## src/rtl/alarm_pkg.sv

```systemverilog
// Shared types and field widths for the alarm sequencing controller.
package alarm_pkg;

    typedef enum logic [1:0] {
        IDLE    = 2'd0,
        ARMED   = 2'd1,
        RINGING = 2'd2,
        SNOOZE  = 2'd3
    } alarm_state_e;

    localparam int unsigned SEC_PER_MIN = 60;
    localparam int unsigned HH_W        = 5;
    localparam int unsigned MM_W        = 6;
    localparam int unsigned SS_W        = 6;

endpackage

```

## src/rtl/alarm_ring_ctrl_if.sv

```systemverilog
// Time/button inputs and status outputs between the alarm datapath and the ring controller.
interface alarm_ring_ctrl_if;
    import alarm_pkg::*;

    logic            tick_1hz;
    logic [HH_W-1:0] cur_hh;
    logic [MM_W-1:0] cur_mm;
    logic [SS_W-1:0] cur_ss;
    logic [HH_W-1:0] alm_hh;
    logic [MM_W-1:0] alm_mm;
    logic            arm_en;
    logic            snooze_btn;
    logic            stop_btn;
    logic            ringing;
    logic            snoozing;
    logic            buzzer;
    logic [1:0]      state_o;

    modport master (
        output tick_1hz, cur_hh, cur_mm, cur_ss, alm_hh, alm_mm,
               arm_en, snooze_btn, stop_btn,
        input  ringing, snoozing, buzzer, state_o
    );

    modport slave (
        input  tick_1hz, cur_hh, cur_mm, cur_ss, alm_hh, alm_mm,
               arm_en, snooze_btn, stop_btn,
        output ringing, snoozing, buzzer, state_o
    );

endinterface

```

## src/rtl/alarm_tone_gen.sv

```systemverilog
// Buzzer square-wave divider (TONE_DIV clk per half-period) gated by beep phase and ring state.
module alarm_tone_gen #(
    parameter int unsigned TONE_DIV = 12
) (
    input  logic clk,
    input  logic reset,
    input  logic clear_i,
    input  logic beep_on_i,
    input  logic ring_i,
    output logic buzzer_o
);

    localparam int unsigned     CNT_W   = (TONE_DIV > 1) ? $clog2(TONE_DIV) : 1;
    localparam logic [CNT_W-1:0] CNT_MAX = CNT_W'(TONE_DIV - 1);

    logic [CNT_W-1:0] cnt_q, cnt_d;
    logic             tone_q, tone_d;
    logic             buzzer_q, buzzer_d;

    always_comb begin
        cnt_d  = cnt_q + 1'b1;
        tone_d = tone_q;
        if (clear_i) begin
            cnt_d  = '0;
            tone_d = 1'b0;
        end else if (cnt_q == CNT_MAX) begin
            cnt_d  = '0;
            tone_d = ~tone_q;
        end
        buzzer_d = tone_q & beep_on_i & ring_i;
    end

    always_ff @(posedge clk) begin
        if (reset) begin
            cnt_q    <= '0;
            tone_q   <= 1'b0;
            buzzer_q <= 1'b0;
        end else begin
            cnt_q    <= cnt_d;
            tone_q   <= tone_d;
            buzzer_q <= buzzer_d;
        end
    end

    assign buzzer_o = buzzer_q;

endmodule

```

## src/rtl/alarm_ring_ctrl.sv

```systemverilog
// Alarm arm/ring/snooze/stop sequencer with registered status flags and gated buzzer.
// Optional macro ALARM_SNOOZE_LIMIT_EN caps consecutive snoozes at three per ring episode.
module alarm_ring_ctrl
    import alarm_pkg::*;
#(
    parameter int unsigned SNOOZE_MIN     = 5,
    parameter int unsigned RING_TIMEOUT_S = 60,
    parameter int unsigned TONE_DIV       = 12
) (
    input  logic             clk,
    input  logic             reset,
    alarm_ring_ctrl_if.slave bus
);

    localparam logic [9:0] SNZ_LOAD  = 10'(SNOOZE_MIN * SEC_PER_MIN - 1);
    localparam logic [7:0] RING_LAST = 8'(RING_TIMEOUT_S - 1);

    alarm_state_e state_q, state_d;
    logic [7:0]   ring_cnt_q, ring_cnt_d;
    logic [9:0]   snz_cnt_q, snz_cnt_d;
    logic         beep_q, beep_d;
    logic         ringing_q, snoozing_q;
    logic         time_match;
    logic         enter_ring;
    logic         snooze_ok;

    assign time_match = (bus.cur_hh == bus.alm_hh) && (bus.cur_mm == bus.alm_mm)
                     && (bus.cur_ss == '0);

`ifdef ALARM_SNOOZE_LIMIT_EN
    logic [1:0] snooze_used_q, snooze_used_d;

    assign snooze_ok = (snooze_used_q != 2'd3);

    always_comb begin
        snooze_used_d = snooze_used_q;
        if (state_d == ARMED && state_q != ARMED) begin
            snooze_used_d = '0;
        end else if (state_q == RINGING && state_d == SNOOZE) begin
            snooze_used_d = snooze_used_q + 2'd1;
        end
    end

    always_ff @(posedge clk) begin
        if (reset) snooze_used_q <= '0;
        else       snooze_used_q <= snooze_used_d;
    end
`else
    assign snooze_ok = 1'b1;
`endif

    always_comb begin
        state_d    = state_q;
        ring_cnt_d = ring_cnt_q;
        snz_cnt_d  = snz_cnt_q;
        beep_d     = beep_q;
        enter_ring = 1'b0;

        if (!bus.arm_en) begin
            state_d = IDLE;
        end else begin
            case (state_q)
                IDLE:    state_d = ARMED;
                ARMED:   if (bus.tick_1hz && time_match) state_d = RINGING;
                RINGING: begin
                    // Stop and timeout both outrank snooze, even in the same clk.
                    if (bus.stop_btn) begin
                        state_d = ARMED;
                    end else if (bus.tick_1hz && ring_cnt_q == RING_LAST) begin
                        state_d = ARMED;
                    end else if (bus.snooze_btn && snooze_ok) begin
                        state_d = SNOOZE;
                    end else if (bus.tick_1hz) begin
                        ring_cnt_d = ring_cnt_q + 8'd1;
                        beep_d     = ~beep_q;
                    end
                end
                SNOOZE: begin
                    if (bus.stop_btn) begin
                        state_d = ARMED;
                    end else if (bus.tick_1hz) begin
                        if (snz_cnt_q == '0) state_d = RINGING;
                        else                 snz_cnt_d = snz_cnt_q - 10'd1;
                    end
                end
                default: state_d = IDLE;
            endcase
        end

        if (state_d == RINGING && state_q != RINGING) begin
            enter_ring = 1'b1;
            ring_cnt_d = '0;
            beep_d     = 1'b1;
        end
        if (state_d == SNOOZE && state_q != SNOOZE) begin
            snz_cnt_d = SNZ_LOAD;
        end
    end

    always_ff @(posedge clk) begin
        if (reset) begin
            state_q    <= IDLE;
            ring_cnt_q <= '0;
            snz_cnt_q  <= '0;
            beep_q     <= 1'b0;
            ringing_q  <= 1'b0;
            snoozing_q <= 1'b0;
        end else begin
            state_q    <= state_d;
            ring_cnt_q <= ring_cnt_d;
            snz_cnt_q  <= snz_cnt_d;
            beep_q     <= beep_d;
            ringing_q  <= (state_d == RINGING);
            snoozing_q <= (state_d == SNOOZE);
        end
    end

    alarm_tone_gen #(
        .TONE_DIV (TONE_DIV)
    ) u_tone (
        .clk       (clk),
        .reset     (reset),
        .clear_i   (enter_ring),
        .beep_on_i (beep_q),
        .ring_i    (state_q == RINGING),
        .buzzer_o  (bus.buzzer)
    );

    assign bus.ringing  = ringing_q;
    assign bus.snoozing = snoozing_q;
    assign bus.state_o  = state_q;

endmodule

```

## src/flat_wrapper.sv

```systemverilog
// flat-port wrapper written by rule: the top's interface ports become plain ports
module alarm_ring_ctrl_flat import alarm_pkg::*;
#(
    parameter int unsigned SNOOZE_MIN     = 5,
    parameter int unsigned RING_TIMEOUT_S = 60,
    parameter int unsigned TONE_DIV       = 12
)
  (clk, reset, bus_tick_1hz, bus_cur_hh, bus_cur_mm, bus_cur_ss, bus_alm_hh, bus_alm_mm, bus_arm_en, bus_snooze_btn, bus_stop_btn, bus_ringing, bus_snoozing, bus_buzzer, bus_state_o);
  alarm_ring_ctrl_if bus_i ();
  input  logic clk;
  input  logic reset;
  input wire logic [$bits(bus_i.tick_1hz)-1:0] bus_tick_1hz;
  input wire logic [$bits(bus_i.cur_hh)-1:0] bus_cur_hh;
  input wire logic [$bits(bus_i.cur_mm)-1:0] bus_cur_mm;
  input wire logic [$bits(bus_i.cur_ss)-1:0] bus_cur_ss;
  input wire logic [$bits(bus_i.alm_hh)-1:0] bus_alm_hh;
  input wire logic [$bits(bus_i.alm_mm)-1:0] bus_alm_mm;
  input wire logic [$bits(bus_i.arm_en)-1:0] bus_arm_en;
  input wire logic [$bits(bus_i.snooze_btn)-1:0] bus_snooze_btn;
  input wire logic [$bits(bus_i.stop_btn)-1:0] bus_stop_btn;
  output wire logic [$bits(bus_i.ringing)-1:0] bus_ringing;
  output wire logic [$bits(bus_i.snoozing)-1:0] bus_snoozing;
  output wire logic [$bits(bus_i.buzzer)-1:0] bus_buzzer;
  output wire logic [$bits(bus_i.state_o)-1:0] bus_state_o;
  assign bus_i.tick_1hz = bus_tick_1hz;
  assign bus_i.cur_hh = bus_cur_hh;
  assign bus_i.cur_mm = bus_cur_mm;
  assign bus_i.cur_ss = bus_cur_ss;
  assign bus_i.alm_hh = bus_alm_hh;
  assign bus_i.alm_mm = bus_alm_mm;
  assign bus_i.arm_en = bus_arm_en;
  assign bus_i.snooze_btn = bus_snooze_btn;
  assign bus_i.stop_btn = bus_stop_btn;
  assign bus_ringing = bus_i.ringing;
  assign bus_snoozing = bus_i.snoozing;
  assign bus_buzzer = bus_i.buzzer;
  assign bus_state_o = bus_i.state_o;
  alarm_ring_ctrl #(.SNOOZE_MIN(SNOOZE_MIN), .RING_TIMEOUT_S(RING_TIMEOUT_S), .TONE_DIV(TONE_DIV)) u_core (.clk(clk), .reset(reset), .bus(bus_i));
endmodule
```

## config.mk

```make
export PLATFORM = sky130hd
export DESIGN_NAME = alarm_ring_ctrl_flat
export DESIGN_NICKNAME = d
export VERILOG_FILES = /design/src/rtl/alarm_pkg.sv /design/src/rtl/alarm_ring_ctrl_if.sv /design/src/rtl/alarm_tone_gen.sv /design/src/rtl/alarm_ring_ctrl.sv /design/src/flat_wrapper.sv
export SDC_FILE = /design/constraint.sdc
export NUM_CORES = 1
export LEC_CHECK = 0
export ABC_AREA = 1
export BUFFER_PORTS_ARGS = -buffer_cell sky130_fd_sc_hd__buf_2
export CORE_MARGIN = 2
export CORE_UTILIZATION = 55
export DETAILED_ROUTE_END_ITERATION = 7
export PLACE_DENSITY = 0.85
export SETUP_SLACK_MARGIN = 0.2
export SYNTH_ARGS = -nofsm -noshare
export SYNTH_HDL_FRONTEND = slang
export SYNTH_HIERARCHICAL = 1
export SYNTH_SLANG_ARGS = --single-unit
```

## constraint.sdc

```tcl
create_clock -name clk -period 4.52 [get_ports clk]
set_input_delay 0.452 -clock clk [delete_from_list [all_inputs] [get_ports clk]]
set_output_delay 0.452 -clock clk [all_outputs]
set_load 0.02 [all_outputs]
```

==> qor.csv <==
stage;metric;value;unit
drt;vias;1783;
timing;tightestPinTransition;0.2544;ns
power;seq_power_share;48.8;%
drt;wl_per_cell;9.898;microns
floorplan;die_w;62.44;microns
clocking;cts.path.max_buffers;2;
finish;nNetsFinal;365;
run_status;status;finished clean;
global_route;grt_pass1_vias;1659;
finish;drive_above_1_share;27.13;%
critical_path;critPathLaunch;u_core/snz_cnt_q[0];
global_route;grt_usage;21.16;%
critical_path;required;4.76;ns
critical_path;critPathCapture;u_core/u_tone/cnt_q[3];
critical_path;critical_path.slowest_cell;dfxtp_1;
synth;synthCells;283;
floorplan;initial_utilization;56.73;%
clocking;cts_tree;built;
synth;synth-seq-cells;29;
floorplan;core.rowCount;21;
clocking;cts_buffers;5;
synth;synth_cell_types;30;
global_route;grt_max_degree;12;
drt;firstDrtPassIters;6;
timing;setup_violations;0;
finish;nFillCells;312;
power;p_clk_share;41.1;%
timing;setup_tns;0;ns
power;power.density;242.3;mW/mm^2
critical_path;path_max_fanout;5;
clocking;post_cts_buffers;0;
critical_path;r2r-start;u_core/snz_cnt_q[0];
floorplan;die_h;62.44;microns
power;switching_power;0.1355;mW
drt;ant_nets;0;
critical_path;crit_arrival;2.11;ns
global_route;overflow;0;
timing;period_minus_slack;1.865;ns
synth;synth-edff-count;0;
placement;portBuffers;38;
timing;slew_headroom;82.91;%
timing;maxSlewViolCount;0;
critical_path;cp.depth;15;
placement;dp_hpwl;2.965;mm
synth;synthTopCellsByArea;dfxtp_1 31%, nand2_1 16%, inv_1 9.4%, nor2_1 7.0%, a21oi_2 5.1%;
synth;yosys_warnings;6;
critical_path;r2r-end;u_core/u_tone/cnt_q[3];
power;power_switching_share;25.36;%
clocking;ctsResizeCount;0;
synth;synthArstFlopShare;0;%
floorplan;io_pins;39;
critical_path;reg2reg_slack;2.65;ns
timing;finClkSkew;0.007010;ns
synth;syn_nets;321;
drt;first_iter_violations;58;
finish;multi_input_area;0.001087;sq mm
critical_path;crit_type;reg2reg;
synth;yosys.area.top_type;dfxtp_1;
power;power_frac_comb;10.0;%
clocking;cts-htree-levels;2;
placement;place_congestion;0.8613;
finish;seq_area;580.6;sq um
synth;synth_top_area_share;30.91;%
critical_path;path_buf_inv;3;
finish;diodes;0;
clocking;cts_hold_buffers;0;
power;p_int;0.3990;mW
synth;synth.cell_area;0.001878;sq mm
flow_run;drv_cap;0;
timing;max_freq;536.1;MHz
drt;drc;0;
floorplan;core;0.003311;sq mm
clocking;clock_latency;0.34;ns
clocking;clockRootBuffer;clkbuf_4;
critical_path;slowest_delay;0.32;ns
power;ir_worst_vdd;174.5;uV
critical_path;endpoint_kind;flip-flop;
timing;whs;0.4056;ns
drt;viasPerCell;4.767;
power;power_leakage;1.111;nW
worst_hold_path;hp-class;in2reg;
critical_path;start_kind;flip-flop;
timing;fin_crit_sh;41.27;%
clocking;cts.sink_count;29;
global_route;antenna_found_initial;0;
timing;hold_viol;0;
timing;grt_setup_unrepaired;no;
synth;ys.flop_type;dfxtp_1;
global_route;grt_first_pass_wirelength;6.617;mm
synth;ys_seq_area_share;30.91;%
clocking;clkTransAtPathRegs;0.10;ns
finish;area_growth_syn_to_layout;17.46;%
critical_path;worstPathCellList;inv_1 -> ha_1 -> nand2_1 -> nor2_1 -> nand3_1 -> nand2_1 -> nand2_1 -> inv_1 -> nand2_2 -> nor2_1 -> nand2_2 -> inv_2 -> nor2_4 -> nand2_2 -> nor2_1;
floorplan;die_area;0.003898;sq mm
critical_path;reg2reg_depth;15;
critical_path;critPathTopFamily;simple AND/OR/NAND/NOR gates;
drt;routed_wl;3.702;mm
synth;avgSynthCellArea;6.636;sq um
[final cells by class]
type                    instances  share of cell area, %
clock buffers                   5                  1.702
clock inverters                 3                  2.099
inverters                      53                  9.359
multi-input cells             200                  49.29
flip-flops and latches         29                  26.32
well taps                      46                  2.609
repair buffers                 38                  8.622
[placed cells by master, fill, tap and decap left out, types with 2 or more instances in the layout]
cell and count:
a21oi_2 11, dfxtp_1 29, a21oi_1 4, nor3_1 3
nand2_1 78, ha_1 4, nand3_2 2, nand2_2 6
xor2_1 6, nor2_2 6, nand2_4 4, o21ai_0 3
buf_2 38, nor2_4 3, nand3_1 14, nor2_1 35
inv_1 47, xnor2_1 7, clkbuf_4 5, nand4_1 5
inv_2 4, or2_0 2
[kinds of logic after synthesis]
family | after synthesis | synth area share, %
simple gates | 163 | 41.44
buf+inv | 54 | 11.19
flops | 29 | 30.91
compound gates | 20 | 7.728
xor+xnor | 13 | 6.063
fa+ha+maj | 4 | 2.665
[routing by layer]
layer	GRT usage, %	routed length, microns	vias up
met5	0	0	-
met4	10.00	75	0
met3	6.847	214	8
met2	36.83	1791	36
met1	23.24	1620	792
li1	-	-	947
[worst min path at each step]
stage | from | endpoint | slack (ns) | cells after the start
finish | bus_arm_en | u_core/bus.state_o[0] | 0.41 | 3
global route | bus_arm_en | u_core/bus.state_o[0] | 0.39 | 3
CTS | bus_arm_en | u_core/bus.state_o[0] | 0.39 | 3
detailed placement | u_core/u_tone/cnt_q[0] | u_core/u_tone/cnt_q[0] | 0.46 | 1
global placement | u_core/u_tone/cnt_q[0] | u_core/u_tone/cnt_q[0] | 0.44 | 1
floorplan | u_core/u_tone/cnt_q[0] | u_core/u_tone/cnt_q[0] | 0.43 | 1
[power groups by stage]
stage / Sequential (mW) / Combinational (mW) / Clock (mW)
after detailed placement: 0.267 / 0.0539 / 0
after global routing: 0.262 / 0.0613 / 0.239
after CTS: 0.261 / 0.0542 / 0.229
after floorplan: 0.267 / 0.0308 / 0
after global placement: 0.267 / 0.0528 / 0
final: 0.261 / 0.0537 / 0.220
[per-stage QoR]
stage	cells	cell area [sq um]	util, %	total power, mW	setup WS, ns
global route	374	2206	66.63	0.5621	2.518
floorplan	283	1878	-	0.2978	2.898
global placement	366	2122	64.10	0.3194	2.727
CTS	374	2206	66.63	0.5437	2.681
finish	374	2206	66.63	0.5345	2.655
detailed placement	366	2122	64.10	0.3207	2.686
[sequential cells by signal, indices dropped and copies added (netlist names)]
signal                  flops
u_core/u_tone/buzzer_o      1
u_core/bus.ringing          1
u_core/u_tone/tone_q        1
u_core/snz_cnt_q           10
u_core/ring_cnt_q           8
u_core/beep_q               1
u_core/bus.snoozing         1
u_core/u_tone/cnt_q         4
u_core/bus.state_o          2
[tightest hold or removal path, stage by stage]
cell and delay (ns):
buf_2 0.13, nand2_1 0.09, nor2_1 0.04
[cell usage after synthesis, types with 4 or more instances]
cell     count
nand2_2      6
inv_1       47
a21oi_2     11
nand3_1     14
nand4_1      5
inv_2        4
nor2_1      35
xnor2_1      7
ha_1         4
dfxtp_1     29
nor2_2       6
nand2_1     78
nand2_4      4
xor2_1       6
a21oi_1      4
Power figures use the tool's default switching activity.
